$ cat src/rtl/rr_bus_pkg.sv
// Shared definitions for the 2-master / 2-slave round-robin bus:
// request-state encoding and command values used by masters and ack arbiters.
package rr_bus_pkg;

  localparam int unsigned REQ_STAT_W = 2;

  typedef enum logic [REQ_STAT_W-1:0] {
    NO_REQ = 2'd0,
    WAIT   = 2'd1,
    W_ACK  = 2'd2,
    W_DATA = 2'd3
  } req_stat_t;

  localparam logic CMD_READ  = 1'b0;
  localparam logic CMD_WRITE = 1'b1;

  // States in which the master is waiting on the bus and may time out.
  function automatic logic is_timed_state(input req_stat_t s);
    return (s == W_ACK) || (s == W_DATA);
  endfunction

endpackage

$ cat src/rtl/req_timeout_cnt.sv
// Cycle counter for W_ACK / W_DATA; expired is high in the cycle whose closing
// edge would bring the count to TO_CYC. TO_CYC = 0 disables expiry.
module req_timeout_cnt #(
  parameter int unsigned TO_CYC = 16
) (
  input  logic clk,
  input  logic rst,
  input  logic clr,
  input  logic en,
  output logic expired
);

  localparam int unsigned CW = (TO_CYC == 0) ? 1 : $clog2(TO_CYC + 1);
  localparam bit TO_ON = (TO_CYC != 0);
  localparam logic [CW-1:0] LIMIT = TO_ON ? CW'(TO_CYC - 1) : '0;

  logic [CW-1:0] cnt;

  always_ff @(posedge clk) begin
    if (rst) begin
      cnt <= '0;
    end else if (clr) begin
      cnt <= '0;
    end else if (en) begin
      cnt <= cnt + CW'(1);
    end
  end

  assign expired = TO_ON && en && (cnt == LIMIT);

endmodule

$ cat src/rtl/mas_req_fsm.sv
// Master-side request controller: captures one transaction, publishes
// sfor/req_stat to the ack arbiters and returns ack/resp/err pulses to the master.
module mas_req_fsm
  import rr_bus_pkg::*;
#(
  parameter int unsigned ADDR_W = 32,
  parameter int unsigned DATA_W = 32,
  parameter int unsigned TO_CYC = 16
) (
  input  logic              clk,
  input  logic              rst,
  input  logic              master_req,
  input  logic              master_cmd,
  input  logic [ADDR_W-1:0] master_addr,
  input  logic [DATA_W-1:0] master_wdata,
  output logic              master_busy,
  output logic              master_ack,
  output logic              master_resp,
  output logic [DATA_W-1:0] master_rdata,
  output logic              master_err,
  output logic              sfor,
  output req_stat_t         req_stat,
  output logic [ADDR_W-1:0] bus_addr,
  output logic              bus_cmd,
  output logic [DATA_W-1:0] bus_wdata,
  input  logic              ack_in,
  input  logic              resp_in,
  input  logic [DATA_W-1:0] rdata_in
);

  req_stat_t state_d;
  logic      capture_c;
  logic      rdata_cap_c;
  logic      ack_d;
  logic      resp_d;
  logic      err_d;
  logic      to_clr_c;
  logic      to_en_c;
  logic      expired_c;

  // Counter restarts on every entry into a timed state.
  assign to_en_c  = is_timed_state(req_stat);
  assign to_clr_c = !to_en_c || (state_d != req_stat);

  req_timeout_cnt #(
    .TO_CYC (TO_CYC)
  ) u_timeout (
    .clk     (clk),
    .rst     (rst),
    .clr     (to_clr_c),
    .en      (to_en_c),
    .expired (expired_c)
  );

  always_ff @(posedge clk) begin
    if (rst) begin
      req_stat <= NO_REQ;
    end else begin
      req_stat <= state_d;
    end
  end

  // Next state and pulse decisions; an ack/resp event beats a same-cycle expiry.
  always_comb begin
    state_d     = req_stat;
    capture_c   = 1'b0;
    rdata_cap_c = 1'b0;
    ack_d       = 1'b0;
    resp_d      = 1'b0;
    err_d       = 1'b0;
    unique case (req_stat)
      NO_REQ: begin
        if (master_req) begin
          capture_c = 1'b1;
          state_d   = WAIT;
        end
      end
      WAIT: begin
        state_d = W_ACK;
      end
      W_ACK: begin
        if (ack_in) begin
          ack_d   = 1'b1;
          state_d = (bus_cmd == CMD_WRITE) ? NO_REQ : W_DATA;
        end else if (expired_c) begin
          err_d   = 1'b1;
          state_d = NO_REQ;
        end
      end
      W_DATA: begin
        if (resp_in) begin
          resp_d      = 1'b1;
          rdata_cap_c = 1'b1;
          state_d     = NO_REQ;
        end else if (expired_c) begin
          err_d   = 1'b1;
          state_d = NO_REQ;
        end
      end
      default: state_d = NO_REQ;
    endcase
  end

  // Registered outputs toward the master and the slave side.
  always_ff @(posedge clk) begin
    if (rst) begin
      master_busy  <= 1'b0;
      master_ack   <= 1'b0;
      master_resp  <= 1'b0;
      master_err   <= 1'b0;
      master_rdata <= '0;
      sfor         <= 1'b0;
      bus_addr     <= '0;
      bus_cmd      <= 1'b0;
      bus_wdata    <= '0;
    end else begin
      master_busy <= (state_d != NO_REQ);
      master_ack  <= ack_d;
      master_resp <= resp_d;
      master_err  <= err_d;
      if (rdata_cap_c) begin
        master_rdata <= rdata_in;
      end
      if (capture_c) begin
        sfor      <= master_addr[ADDR_W-1];
        bus_addr  <= master_addr;
        bus_cmd   <= master_cmd;
        bus_wdata <= master_wdata;
      end
    end
  end

endmodule

$ cat config.mk
export PLATFORM = sky130hd
export DESIGN_NAME = mas_req_fsm
export DESIGN_NICKNAME = d
export VERILOG_FILES = /design/src/rtl/rr_bus_pkg.sv /design/src/rtl/req_timeout_cnt.sv /design/src/rtl/mas_req_fsm.sv
export SDC_FILE = /design/constraint.sdc
export NUM_CORES = 1
export LEC_CHECK = 0
export ABC_AREA = 1
export CORE_UTILIZATION = 41
export CTS_BUF_LIST = sky130_fd_sc_hd__clkbuf_4
export DETAILED_ROUTE_END_ITERATION = 10
export GPL_ROUTABILITY_DRIVEN = 0
export PLACE_DENSITY = 0.81
export SYNTH_ARGS = -nofsm -noshare
export SYNTH_HDL_FRONTEND = slang
export SYNTH_SLANG_ARGS = --single-unit
$ cat constraint.sdc
create_clock -name clk -period 1.8 [get_ports clk]
set_clock_uncertainty 0.05 [all_clocks]
set_input_delay 0.36 -clock clk [delete_from_list [all_inputs] [get_ports clk]]
set_output_delay 0.36 -clock clk [all_outputs]
set_load 0.05 [all_outputs]
# Word level (Yosys, flattened, before mapping)

Index checks and enable logic that the tools add are counted.

Register bits: 109
Output and inout port bits: 104
Bits of input ports: 102
Word-level logic and storage cells: 41

$add $sub $neg: 1
Mux-type cells: 15
Equal/unequal tests: 5
Bitwise gates (word level): 1
Reductions and logical operators: 8

Operator list:

| kind                | count |
|---|---|
| $mux 2              | 5 |
| $mux 1              | 8 |
| $pmux 2 s4          | 1 |
| $add 5x1->5 const B | 1 |
| $eq 5x4->1 const B  | 1 |
| $eq 2x2->1 const B  | 2 |
| $reduce_or 2->1     | 2 |
| $eq 2x1->1 const B  | 1 |
| $logic_not 2->1     | 1 |
| $logic_or 1x1->1    | 2 |
| $ne 2x2->1          | 1 |
| $pmux 1 s2          | 1 |
| $reduce_bool 2->1   | 1 |
| $logic_and 1x1->1   | 1 |
| $logic_not 1->1     | 1 |
| $not 1->1           | 1 |

# Depth between registers and ports, before layout

Gate-level depths: netlist of run 1.

Depth in word-level cells: 9
Mapped depth: 12
Depth with buffers taken out: 12

# By module

From an unflattened synthesis of run 1, not the netlist that was laid out.

Cells, all modules: 496
Area, all modules: 3942.5 sq um

Modules (own cells, without submodules):

| module          | cells an instance | sequential area each (sq um) | instances | area each (sq um) |
|---|---|---|---|---|
| mas_req_fsm     | 464               | 2062.0                       | 1         | 3679.8 |
| req_timeout_cnt | 32                | 100.1                        | 1         | 262.8 |

# Worst setup path before layout of run 1

No wires, ideal clock.

Kind: register to register
Start: reg req_stat[1]
End: reg u_timeout.cnt[1]
Buffers on the path: 1
Clock period less this slack: 1594 ps
Arrival: 1428 ps
Setup slack: 206 ps
Cell stages (with the launch flop): 9
Library setup time: 117 ps
Path through: dfxtp_1 -> buf_6 -> nand2_1 -> nor2_1 -> nand2_1 -> nand4_1 -> nand2_1 -> nand2_4 -> nor2_2

Longest elaborated chain between the ends: 9
Elaborated cells on any way between the ends: 15
Classes of those cells: eq/ne (4); mux (5); reduce/logical (6)

RTL lines:

| item                             | RTL line                             | RTL |
|---|---|---|
| start: declaration               | mas_req_fsm.sv:22                    | `output req_stat_t req_stat,` |
| start signal: assignment         | mas_req_fsm.sv:59                    | `req_stat <= state_d;` |
| $eq 2x2->1                       | rr_bus_pkg.sv:19, mas_req_fsm.sv:71  |  |
| $logic_or 1x1->1                 | rr_bus_pkg.sv:19                     | `return (s == W_ACK) \|\| (s == W_DATA);` |
| $logic_and 1x1->1                | req_timeout_cnt.sv:29                | `assign expired = TO_ON && en && (cnt == LIMIT);` |
| $mux 2                           | mas_req_fsm.sv:85, mas_req_fsm.sv:95 |  |
| $mux 2 (on tied branches)        | mas_req_fsm.sv:91, mas_req_fsm.sv:82 |  |
| $pmux 2 s4                       | mas_req_fsm.sv:71                    | `unique case (req_stat)` |
| $ne 2x2->1                       | mas_req_fsm.sv:43                    | `assign to_clr_c = !to_en_c \|\| (state_d != req_stat);` |
| $logic_or 1x1->1                 | mas_req_fsm.sv:43                    |  |
| $reduce_or 2->1 (no source line) | -                                    |  |
| end signal: assignment           | req_timeout_cnt.sv:25                | `cnt <= cnt + CW'(1);` |
| end: declaration                 | req_timeout_cnt.sv:17                | `logic [CW-1:0] cnt;` |

Several ways; a longest one is shown, not always the timed one.
A chain may end at the register's enable or synchronous reset.

# Final worst setup path of run 1

Start: reg u_timeout.cnt[0]
End: reg u_timeout.cnt[0]

Longest elaborated chain between the ends: 8
Elaborated cells on any way between the ends: 10
Classes of those cells: add/sub (1); eq/ne (2); mux (4); reduce/logical (3)

RTL lines:

| item                             | RTL line |
|---|---|
| $eq 5x4->1                       | req_timeout_cnt.sv:29 |
| $logic_and 1x1->1                | req_timeout_cnt.sv:29 |
| $mux 2                           | mas_req_fsm.sv:85, mas_req_fsm.sv:95 |
| $mux 2 (on tied branches)        | mas_req_fsm.sv:91, mas_req_fsm.sv:82 |
| $pmux 2 s4                       | mas_req_fsm.sv:71 |
| $ne 2x2->1                       | mas_req_fsm.sv:43 |
| $logic_or 1x1->1                 | mas_req_fsm.sv:43 |
| $reduce_or 2->1 (no source line) | - |

Several ways; a longest one is shown, not always the timed one.

==> qor.csv, run 1 <==
metric,value,unit
core_area,9330,µm²
power_leakage,2.53,nW
yosys-top-cells-area,"dfxtp_1 54%, nor2_1 12%, o21ai_0 6.2%",
vias_per_cell,4.80,
synth_area,3980,µm²
ys_seq_elements,108,
num_antenna_cells,0,
utilization,64.2,%
power_report.internal_total,3.38,mW
total_power,5.20,mW
status,"complete, no violations",
tightest_slew,0.341,ns
io_pins,206,
first_pass_iters,4,
grt_pass1_vias,3672,
powerDensity,868,nW/µm²
drcViolationCount,0,
period_share,95.2,%
worstPathMaxFanout,5,
ir_worst_vdd,0.496,mV
postPlaceCellArea,5850,µm²
synth_edf_count,0,
ys_seq_area_share,54.3,%
min_from,u_timeout.cnt[0],
hold_violations,0,
wl_per_cell,13.1,µm
start_util,42.7,%
dpl.hpwl,7740,µm
die_h,101,µm
cts_hold_buf,0,
synth_top_area_cell,dfxtp_1,
combPwrFrac,28.1,%
drv_cap,0,
drive_above_1_share,21.5,%
yosys_warnings,0,
cts-root-buf,clkbuf_4,
clock_path_buffers,2,
cts_tree,done,
power_frac_seq,50.7,%
slew_headroom,77.3,%
hold_ws,0.383,ns
ys_types,26,
crit_start,u_timeout.cnt[0],
ys.flop_type,dfxtp_1,
vias,3918,
power_frac_clock,21.2,%
fill_cells,813,
synth.net_count,596,
clk_latency,0.45,ns
cts_htree_levels,3,
critPathKind,flop to flop,
clock.fmax,584,MHz
area_delta_synth_final,50.4,%
grt_max_degree,65,
track_usage,20.6,%
avgSynthCellArea,8.09,µm²
syn_inst,492,
crit_path_start_kind,flop,
overflow,0,
place.port_buffers,205,
finalNonFillerCells,816,
rows,35,
ys_async_sr_fraction,0,%
dp.cells,799,
drt-total-wl,10700,µm
synth_top_area_share,54.3,%
cts_buffers,9,
endpoint_kind,flop,
rr_startpoint,u_timeout.cnt[0],
setup_viol,0,
num-nets-final,786,
grt_pass1_wl,16700,µm
design_area,5990,µm²
fin_crit,1.71,ns
clk_transition_reported_paths,0.15,ns
arrival,2.05,ns
die_x,101,µm
ant_nets,0,
p_sw_share,34.9,%
maxSlewViolCount,0,
hold_path.class,flop to flop,
antenna_found_initial,0,
clock_sinks,108,
drtIter0Drc,71,
dieArea,10100,µm²
power.switching,1.81,mW
crit_required,2.14,ns
==> area by class of cell <==
cell class | count | area (µm²) | share of cell area (%)
Clock buffer | 9 | 67.6 | 1.13
Timing Repair Buffer | 216 | 1960 | 32.8
Clock inverter | 7 | 51.3 | 0.857
Tap cell | 129 | 161 | 2.70
Inverter | 14 | 57.6 | 0.961
Multi-Input combinational cell | 333 | 1520 | 25.4
Sequential cell | 108 | 2160 | 36.2
==> worst max-delay path, cell delays in order, from the launching register on <==
cell and delay, ns:
dfxtp_2 0.36, ha_2 0.18, and3_1 0.18, ha_2 0.18, inv_1 0.08, nand2_1 0.05, nand2_1 0.06, nand3_1 0.06
nand2_1 0.08, nand2_2 0.08, nor2_4 0.13, nand2_4 0.09, nor2_2 0.08
==> cells in the final DEF, fill, tap and decap left out, types with 9 or more instances in the layout <==
master / instances
o21ai_1: 19
buf_4: 108
nor2_1: 132
inv_1: 9
o21ai_0: 49
nand3_1: 34
nand2_1: 45
dfxtp_1: 106
a21oi_1: 33
clkbuf_4: 9
clkdlybuf4s50_1: 101
==> Yosys cell counts (all sizes together) (2+ instances only) <==
| cell type | count |
|---|---|
| nand4 | 3 |
| nor2 | 139 |
| clkbuf | 10 |
| xor2 | 2 |
| a21oi | 33 |
| dfxtp | 108 |
| o21ai | 68 |
| nand2 | 48 |
| buf | 27 |
| inv | 14 |
| ha | 2 |
| nand3 | 35 |
==> flip-flops by register name, summed over array words and instances (netlist names) <==
name / flops
bus_addr: 31
bus_cmd: 1
bus_wdata: 32
master_ack: 1
master_busy: 1
master_err: 1
master_rdata: 32
master_resp: 1
req_stat: 2
sfor: 1
u_timeout.cnt: 5
==> stage by stage <==
stage	setup WS [ns]	setup TNS (ns)
after floorplan	0.206	0
after global placement	0.107	0
after detailed placement	0.0853	0
after CTS	0.0430	0
after global routing	-0.0257	-0.0664
final	0.0865	0
==> cells by family after synthesis <==
family	after synthesis	share of synthesized area (%)
AO/OA/AOI/OAI	101	12.7
XOR/XNOR	2	0.440
adder cells (fa/ha/maj)	2	0.628
buffers and inverters	51	7.76
flip-flops	108	54.3
multiplexers	1	0.251
AND/OR/NAND/NOR	227	23.9
==> metal layers <==
layer / GRT usage (%) / wire [µm] / part of all wire [%] / vias to the layer above
met4: 7.13 / 199 / 1.9 / 0
li1: - / - / - / 1969
met1: 23.4 / 4340 / 41 / 1761
met2: 35.3 / 5120 / 48 / 169
met5: 0 / 0 / 0 / -
met3: 8.04 / 1010 / 9.5 / 19
==> power by group through the flow <==
stage	Combinational [mW]	Clock, mW	Sequential (mW)
after detailed placement	1.46	0	2.69
final	1.46	1.10	2.63
after global placement	1.44	0	2.68
after floorplan	0.384	0	3.21
after CTS	1.46	1.15	2.64
after global routing	1.55	1.24	2.66
==> final timing paths <==
path	to	slack (ns)	cells after the start
min reg2reg	u_timeout.cnt[0]	0.38	1
min	u_timeout.cnt[0]	0.38	1
max reg2reg	u_timeout.cnt[0]	0.09	12
max	u_timeout.cnt[0]	0.09	12
==> repair_timing <==
item / in CTS / in global routing
endpoints found under the setup margin: 0 / 6
resized for setup: 0 / 6
setup buffers: 0 / 1
endpoints found under the hold margin: 0 / 0
(Power assumes the default switching activity.)
==> run 2, diff against run 1 <==
CAP_MARGIN = 5   (was unset)
SYNTH_HIERARCHICAL = 1   (was unset)
==> qor.csv, run 2 <==
metric,value,unit,change
finalNonFillerCells,830,,+1.7%
slew_headroom,77.0,%,-0.25 points
first_pass_iters,4,,unchanged
drv_cap,0,,unchanged
ys.flop_type,dfxtp_1,,
grt_pass1_wl,16700,µm,-0.13%
fill_cells,791,,-2.7%
clk_transition_reported_paths,0.16,ns,about the same
vias,3881,,-0.94%
drtIter0Drc,93,,+31%
cts-root-buf,clkbuf_4,,
synth_top_area_share,54.8,%,+0.53 points
min_from,master_rdata[26],,
fin_crit,1.90,ns,+0.191 ns
ir_worst_vdd,0.403,mV,-19%
synth_compound_area_share,17.5,%,+4.8 points
ys_types,22,,-15%
wl_per_cell,12.6,µm,-3.9%
synthTopCellsByCount,"138 x nor2_1, 108 x dfxtp_1, 90 x o21ai_0",,
synth.net_count,600,,+0.67%
synth_area,3940,µm²,-0.97%
critPathMostFrequentCell,nand2_2,,
multi_input_area,1460,µm²,-4.3%
whs_path_depth,2,,+1
clock_sinks,108,,unchanged
synth.mux.area_fraction,0,%,-0.25 points
dpl.hpwl,7370,µm,-4.8%
hold_violations,0,,unchanged
clock.fmax,525,MHz,-10%
hold-path-endpoint,master_rdata[26],,
grt_max_degree,81,,+25%
status,finished with violations,,
r2r_cells,15,,+3
dp.cells,812,,+1.6%
period_share,106,%,+11 points
num_antenna_cells,0,,unchanged
cts_htree_levels,3,,unchanged
synth_most_common_cell,nor2_1,,
core_area,9280,µm²,-0.47%
antenna_found_initial,0,,unchanged
area_delta_synth_final,53.8,%,
dieArea,10000,µm²,-0.95%
clk_latency,0.43,ns,-0.02 ns
reg2reg_slack,-0.10,ns,-0.19 ns
rows,35,,unchanged
crit_path_start_kind,flop,,
start_util,42.5,%,-0.22 points
timing.rr.end,u_timeout/cnt[4],,
crit_start,u_timeout/cnt[1],,
setup_viol,7,,+7
synthAdderAreaFrac,0.635,%,+0.0062 points
violations,setup timing,,
ant_nets,0,,unchanged
track_usage,20.6,%,about the same
syn_inst,496,,+0.81%
crit_chain,"ha_4, and3_4, ha_4, nand2_2, inv_2, inv_2, nand2_2, nand2_1, nand2_1, nand3_2, nand2_2, nand2_2, nor2_4, o21ai_2, a21oi_2",,
cts_buffers,9,,unchanged
die_h,100,µm,-0.48%
regArea,2170,µm²,about the same
die_x,100,µm,-0.48%
arrival,2.23,ns,+0.18 ns
yosys_warnings,6,,+6
final_common_cell,nor2_1,,
endpoint_kind,flop,,
powerDensity,870,nW/µm²,+0.31%
ys_seq_elements,108,,unchanged
ys_async_sr_fraction,0,%,unchanged
maxSlewViolCount,0,,unchanged
synthSimpleGateAreaFrac,17.2,%,-6.7 points
synth_edf_count,0,,unchanged
dpl_worst_slack,-0.0828,ns,-0.168 ns
clock_path_buffers,2,,unchanged
power_leakage,2.62,nW,+3.6%
critPathKind,flop to flop,,
synth_top_family_by_area,compound AO/OA/AOI/OAI gates,,
ys_seq_area_share,54.8,%,+0.53 points
synth_top_area_cell,dfxtp_1,,
vias_per_cell,4.68,,-2.6%
utilization,65.3,%,+1.1 points
total_power,5.28,mW,+1.6%
drive_above_1_share,23.1,%,+1.6 points
tightest_slew,0.345,ns,+0.00373 ns
num-nets-final,800,,+1.8%
rr_startpoint,u_timeout/cnt[1],,
crit_path_max_incr_delay,0.39,ns,+0.03 ns
io_pins,206,,unchanged
fin_ws,-0.105,ns,-0.191 ns
overflow,0,,unchanged
hold_path.class,flop to flop,,
place.port_buffers,205,,unchanged
crit_required,2.13,ns,about the same
final_cell_mix,"138 x nor2_1, 116 x buf_4, 105 x dfxtp_1",,
worstPathMaxFanout,5,,unchanged
synth_xor_area_share,0,%,-0.44 points
drcViolationCount,0,,unchanged
yosys-top-cells-area,"dfxtp_1 55%, nor2_1 13%, o21ai_0 11%",,
top_regs,"bus_wdata: 32 flops, master_rdata: 32 flops, bus_addr: 31 flops",,
slowest_stage,dfxtp_2,,
drt-total-wl,10400,µm,-2.3%
grt_pass1_vias,3746,,+2.0%
grt_setup_unrepaired,yes,,
avgSynthCellArea,7.95,µm²,-1.8%
cts_hold_buf,0,,unchanged
cts_tree,done,,
run 2: cell type report:
| cell class | count | area share [%] |
|---|---|---|
| Tap cell | 129 | 2.66 |
| Inverter | 45 | 2.79 |
| Sequential cell | 108 | 35.7 |
| Timing Repair Buffer | 223 | 32.9 |
| Clock inverter | 7 | 0.825 |
| Clock buffer | 9 | 1.11 |
| Multi-Input combinational cell | 309 | 24.0 |
run 2: metrics by stage:
step | TNS [ns] | cell area [µm²] | hold WS (ns)
finish | -0.409 | 6060 | 0.405
detailed placement | -0.272 | 5870 | 0.388
CTS | -0.0282 | 6050 | 0.410
global route | -1.35 | 6060 | 0.429
global placement | -0.00179 | 5870 | 0.381
floorplan | 0 | 3950 | 0.382
run 2: kinds of logic (layout without fill, tap and decap cells):
logic type	after synthesis	in the layout
adder cells (fa/ha/maj)	2	2
AO/OA/AOI/OAI	138	138
flip-flops	108	108
AND/OR/NAND/NOR	169	169
buffers and inverters	79	284
run 2: repair_timing:
action | CTS | global route
setup buffers | 1 | 1
gates resized for setup | 14 | 4
endpoints found under the setup margin | 5 | 7
pin swaps | 2 | 3
run 2: worst max-delay path by stage:
stage          depth (start not counted)  slack [ns]               end
2_1_floorplan                         15       0.006  u_timeout/cnt[0]
3_3_place_gp                          12      -0.002  u_timeout/cnt[0]
3_5_place_dp                          15       -0.08  u_timeout/cnt[0]
4_1_cts                               15       -0.02  u_timeout/cnt[0]
5_1_grt                               15       -0.22  u_timeout/cnt[4]
6_report                              15       -0.10  u_timeout/cnt[4]
run 2: layer usage:
metal | global-route usage [%] | up-vias | share of wire, %
met2 | 38.1 | 132 | 50
met5 | 0 | - | 0
li1 | - | 1973 | -
met1 | 22.2 | 1755 | 41
met4 | 8.03 | 0 | 2.0
met3 | 5.71 | 21 | 7.3
run 2: worst max-delay path, delay by kind of cell (launching register included):
kind | cells | cell delay (ns)
flip-flops | 1 | 0.39
AO/OA/AOI/OAI | 2 | 0.22
AND/OR/NAND/NOR | 9 | 0.80
adder cells (fa/ha/maj) | 2 | 0.27
buffers and inverters | 2 | 0.12
run 2: where the power goes:
part	total [mW]	leakage [nW]	switching (mW)	internal [mW]
Clock	1.10	0.0677	0.806	0.297
Combinational	1.53	1.66	0.958	0.568
Sequential	2.65	0.888	0.0917	2.56
Total	5.28	2.62	1.86	3.42
==> run 3, diff against run 2 <==
ABC_AREA = unset   (was 1)
==> qor.csv, run 3 <==
metric,value,unit,change
timing.rr.end,u_timeout/cnt[3],,
tightest_slew,0.485,ns,+0.141 ns
slowest_stage,dfxtp_4,,
power_report.internal_total,3.60,mW,+5.1%
synth.net_count,580,,-3.3%
synth_compound_area_share,14.2,%,-3.4 points
cts_hold_buf,0,,unchanged
place.port_buffers,205,,unchanged
rr_startpoint,u_timeout/cnt[0],,
grt_max_degree,53,,-35%
synth_top_area_cell,dfxtp_1,,
design_area,6180,µm²,+2.0%
power_leakage,2.52,nW,-3.7%
r2r_cells,9,,-6
start_util,42.4,%,-0.097 points
crit_path_max_incr_delay,0.37,ns,-0.02 ns
antenna_found_initial,0,,unchanged
overflow,0,,unchanged
cts_htree_levels,3,,unchanged
wl_per_cell,13.4,µm,+6.5%
die_h,99.7,µm,-0.34%
violations,setup timing,,
worstPathMaxFanout,6,,+1
fin_tns_setup,-0.552,ns,-0.143 ns
drcViolationCount,0,,unchanged
top_regs,"bus_wdata: 32 flops, master_rdata: 32 flops, bus_addr: 31 flops",,
status,finished with violations,,
drtIter0Drc,76,,-18%
ys_seq_elements,108,,unchanged
synth_most_common_cell,nand2_1,,
cts_buffers,9,,unchanged
drive_above_1_share,24.2,%,+1.1 points
setup_viol,5,,-2
power_frac_seq,49.9,%,-0.3 points
endpoint_kind,flop,,
yosys-top-cells-area,"dfxtp_1 55%, nand2_1 19%, a21oi_1 13%",,
num-nets-final,785,,-1.9%
vias_per_cell,4.77,,+2.0%
die_x,99.7,µm,-0.34%
maxSlewViolCount,0,,unchanged
ir_worst_vdd,0.436,mV,+8.2%
clock.fmax,504,MHz,-4.1%
dpl_worst_slack,-0.230,ns,-0.147 ns
fill_cells,759,,-4.0%
clock_sinks,108,,unchanged
ant_nets,0,,unchanged
final_common_cell,nand2_1,,
power_frac_clock,25.2,%,+4.3 points
grt_setup_unrepaired,yes,,
rows,35,,unchanged
avgSynthCellArea,8.22,µm²,+3.5%
total_power,5.18,mW,-1.8%
critPathMostFrequentCell,ha_4,,
synth_top_family_by_area,simple AND/OR/NAND/NOR gates,,
synth_area,3920,µm²,-0.70%
grt_pass1_wl,17200,µm,+2.7%
hold_violations,0,,unchanged
critPathTopFamily,simple AND/OR/NAND/NOR gates,,
reg2reg_slack,-0.19,ns,-0.08 ns
powerDensity,838,nW/µm²,-3.8%
synthSimpleGateAreaFrac,22.9,%,+5.8 points
period_share,110,%,+4.5 points
combPwrFrac,24.9,%,-4.0 points
critical_path_buf_inv_count,0,,-2
drv_cap,0,,unchanged
cts_tree,done,,
synthTopCellsByCount,"196 x nand2_1, 108 x dfxtp_1, 98 x a21oi_1",,
crit_required,2.14,ns,about the same
drt-total-wl,10900,µm,+4.4%
ys.flop_type,dfxtp_1,,
ys_types,32,,+45%
synthAdderAreaFrac,0.639,%,+0.0045 points
crit_chain,"ha_4, and3_4, ha_4, and2_4, mux2i_1, a22oi_2, or2_4, nor3b_4, mux2_4",,
p_sw_share,30.6,%,-4.6 points
clk_transition_reported_paths,0.15,ns,about the same
synth.mux.area_fraction,0.895,%,+0.89 points
track_usage,21.6,%,+0.97 points
ys_seq_area_share,55.2,%,+0.39 points
core_area,9240,µm²,-0.47%
crit_end,u_timeout/cnt[3],,
synth_edf_count,0,,unchanged
fin_crit,1.99,ns,+0.0813 ns
synth_xor_area_share,0.224,%,+0.22 points
first_pass_iters,5,,+1
hold_path.class,input port to flop,,
grt_pass1_vias,3863,,+3.1%
clk_latency,0.42,ns,about the same
dieArea,9940,µm²,-0.69%
slew_headroom,67.6,%,-9.4 points
crit_path_start_kind,flop,,
ys_async_sr_fraction,0,%,unchanged
synth_top_area_share,55.2,%,+0.39 points
cts-root-buf,clkbuf_4,,
utilization,66.9,%,+1.6 points
power.switching,1.58,mW,-15%
yosys_warnings,6,,unchanged
arrival,2.32,ns,+0.09 ns
final_cell_mix,"196 x nand2_1, 121 x buf_4, 104 x dfxtp_1",,
clock_path_buffers,2,,unchanged
crit_cells,9,,-6
postPlaceCellArea,5920,µm²,+0.90%
vias,3883,,+0.052%
syn_inst,476,,-4.0%
fin_ws,-0.186,ns,-0.0813 ns
area_delta_synth_final,58.0,%,
crit_start,u_timeout/cnt[0],,
dpl.hpwl,7900,µm,+7.2%
critPathKind,flop to flop,,
io_pins,206,,unchanged
num_antenna_cells,0,,unchanged
## run 3: layout make-up
cell class	count	area (µm²)	area share (%)
sequential	108	2170	35.1
timing repair buffer	231	2080	33.7
multi-input combinational	330	1610	26.1
tap	129	161	2.61
clock inverter	5	77.6	1.25
clock buffer	10	75.1	1.21
inverter	1	3.75	0.0607
## run 3: through the flow
step	std cells	hold WS [ns]
2_1_floorplan	476	0.375
3_3_place_gp	793	0.392
3_5_place_dp	793	0.397
4_1_cts	810	0.265
5_1_grt	814	0.317
6_report	814	0.313
## run 3: power by group through the flow
stage	sequential (mW)	combinational (mW)	clock (mW)
global placement	2.63	1.25	0
floorplan	3.04	0.345	0
global route	2.60	1.37	1.46
CTS	2.58	1.27	1.36
finish	2.59	1.29	1.31
detailed placement	2.64	1.26	0
## run 3: worst register-to-register path, stage by stage (launching register included)
cell and delay, ns:
dfxtp_4 0.37, ha_4 0.15, and3_4 0.18, ha_4 0.14, and2_4 0.14, mux2i_1 0.15, a22oi_2 0.10, or2_4 0.29
nor3b_4 0.21, mux2_4 0.17
## run 3: routing by layer
metal | vias up | GRT usage (%) | part of all wire, %
met4 | 0 | 8.82 | 2.8
met1 | 1753 | 23.6 | 38
li1 | 1946 | - | -
met2 | 159 | 38.0 | 49
met3 | 25 | 7.59 | 9.3
met5 | - | 0 | 0
## run 3: logic make-up after synthesis
family | Yosys count
AOI/OAI and AO/OA | 105
xor gates and xnor gates | 1
adders and majority gates | 2
buffers and inverters | 38
DFF | 108
muxes | 3
and+or+nand+nor | 219
## run 3: worst min path at each step
stage / from / endpoint / cells past startpoint
floorplan: rst / u_timeout/cnt[2] / 1
global placement: bus_addr[30] / bus_addr[30] / 2
detailed placement: master_rdata[4] / master_rdata[4] / 2
CTS: rst / req_stat[0] / 2
global route: rst / req_stat[1] / 2
finish: rst / req_stat[0] / 2
## run 3: what timing repair did
| item | CTS | global route |
|---|---|---|
| pin swaps | 4 | 5 |
| buffers inserted | 2 | 4 |
| setup endpoints to repair | 5 | 7 |
| gates resized for setup | 3 | 9 |
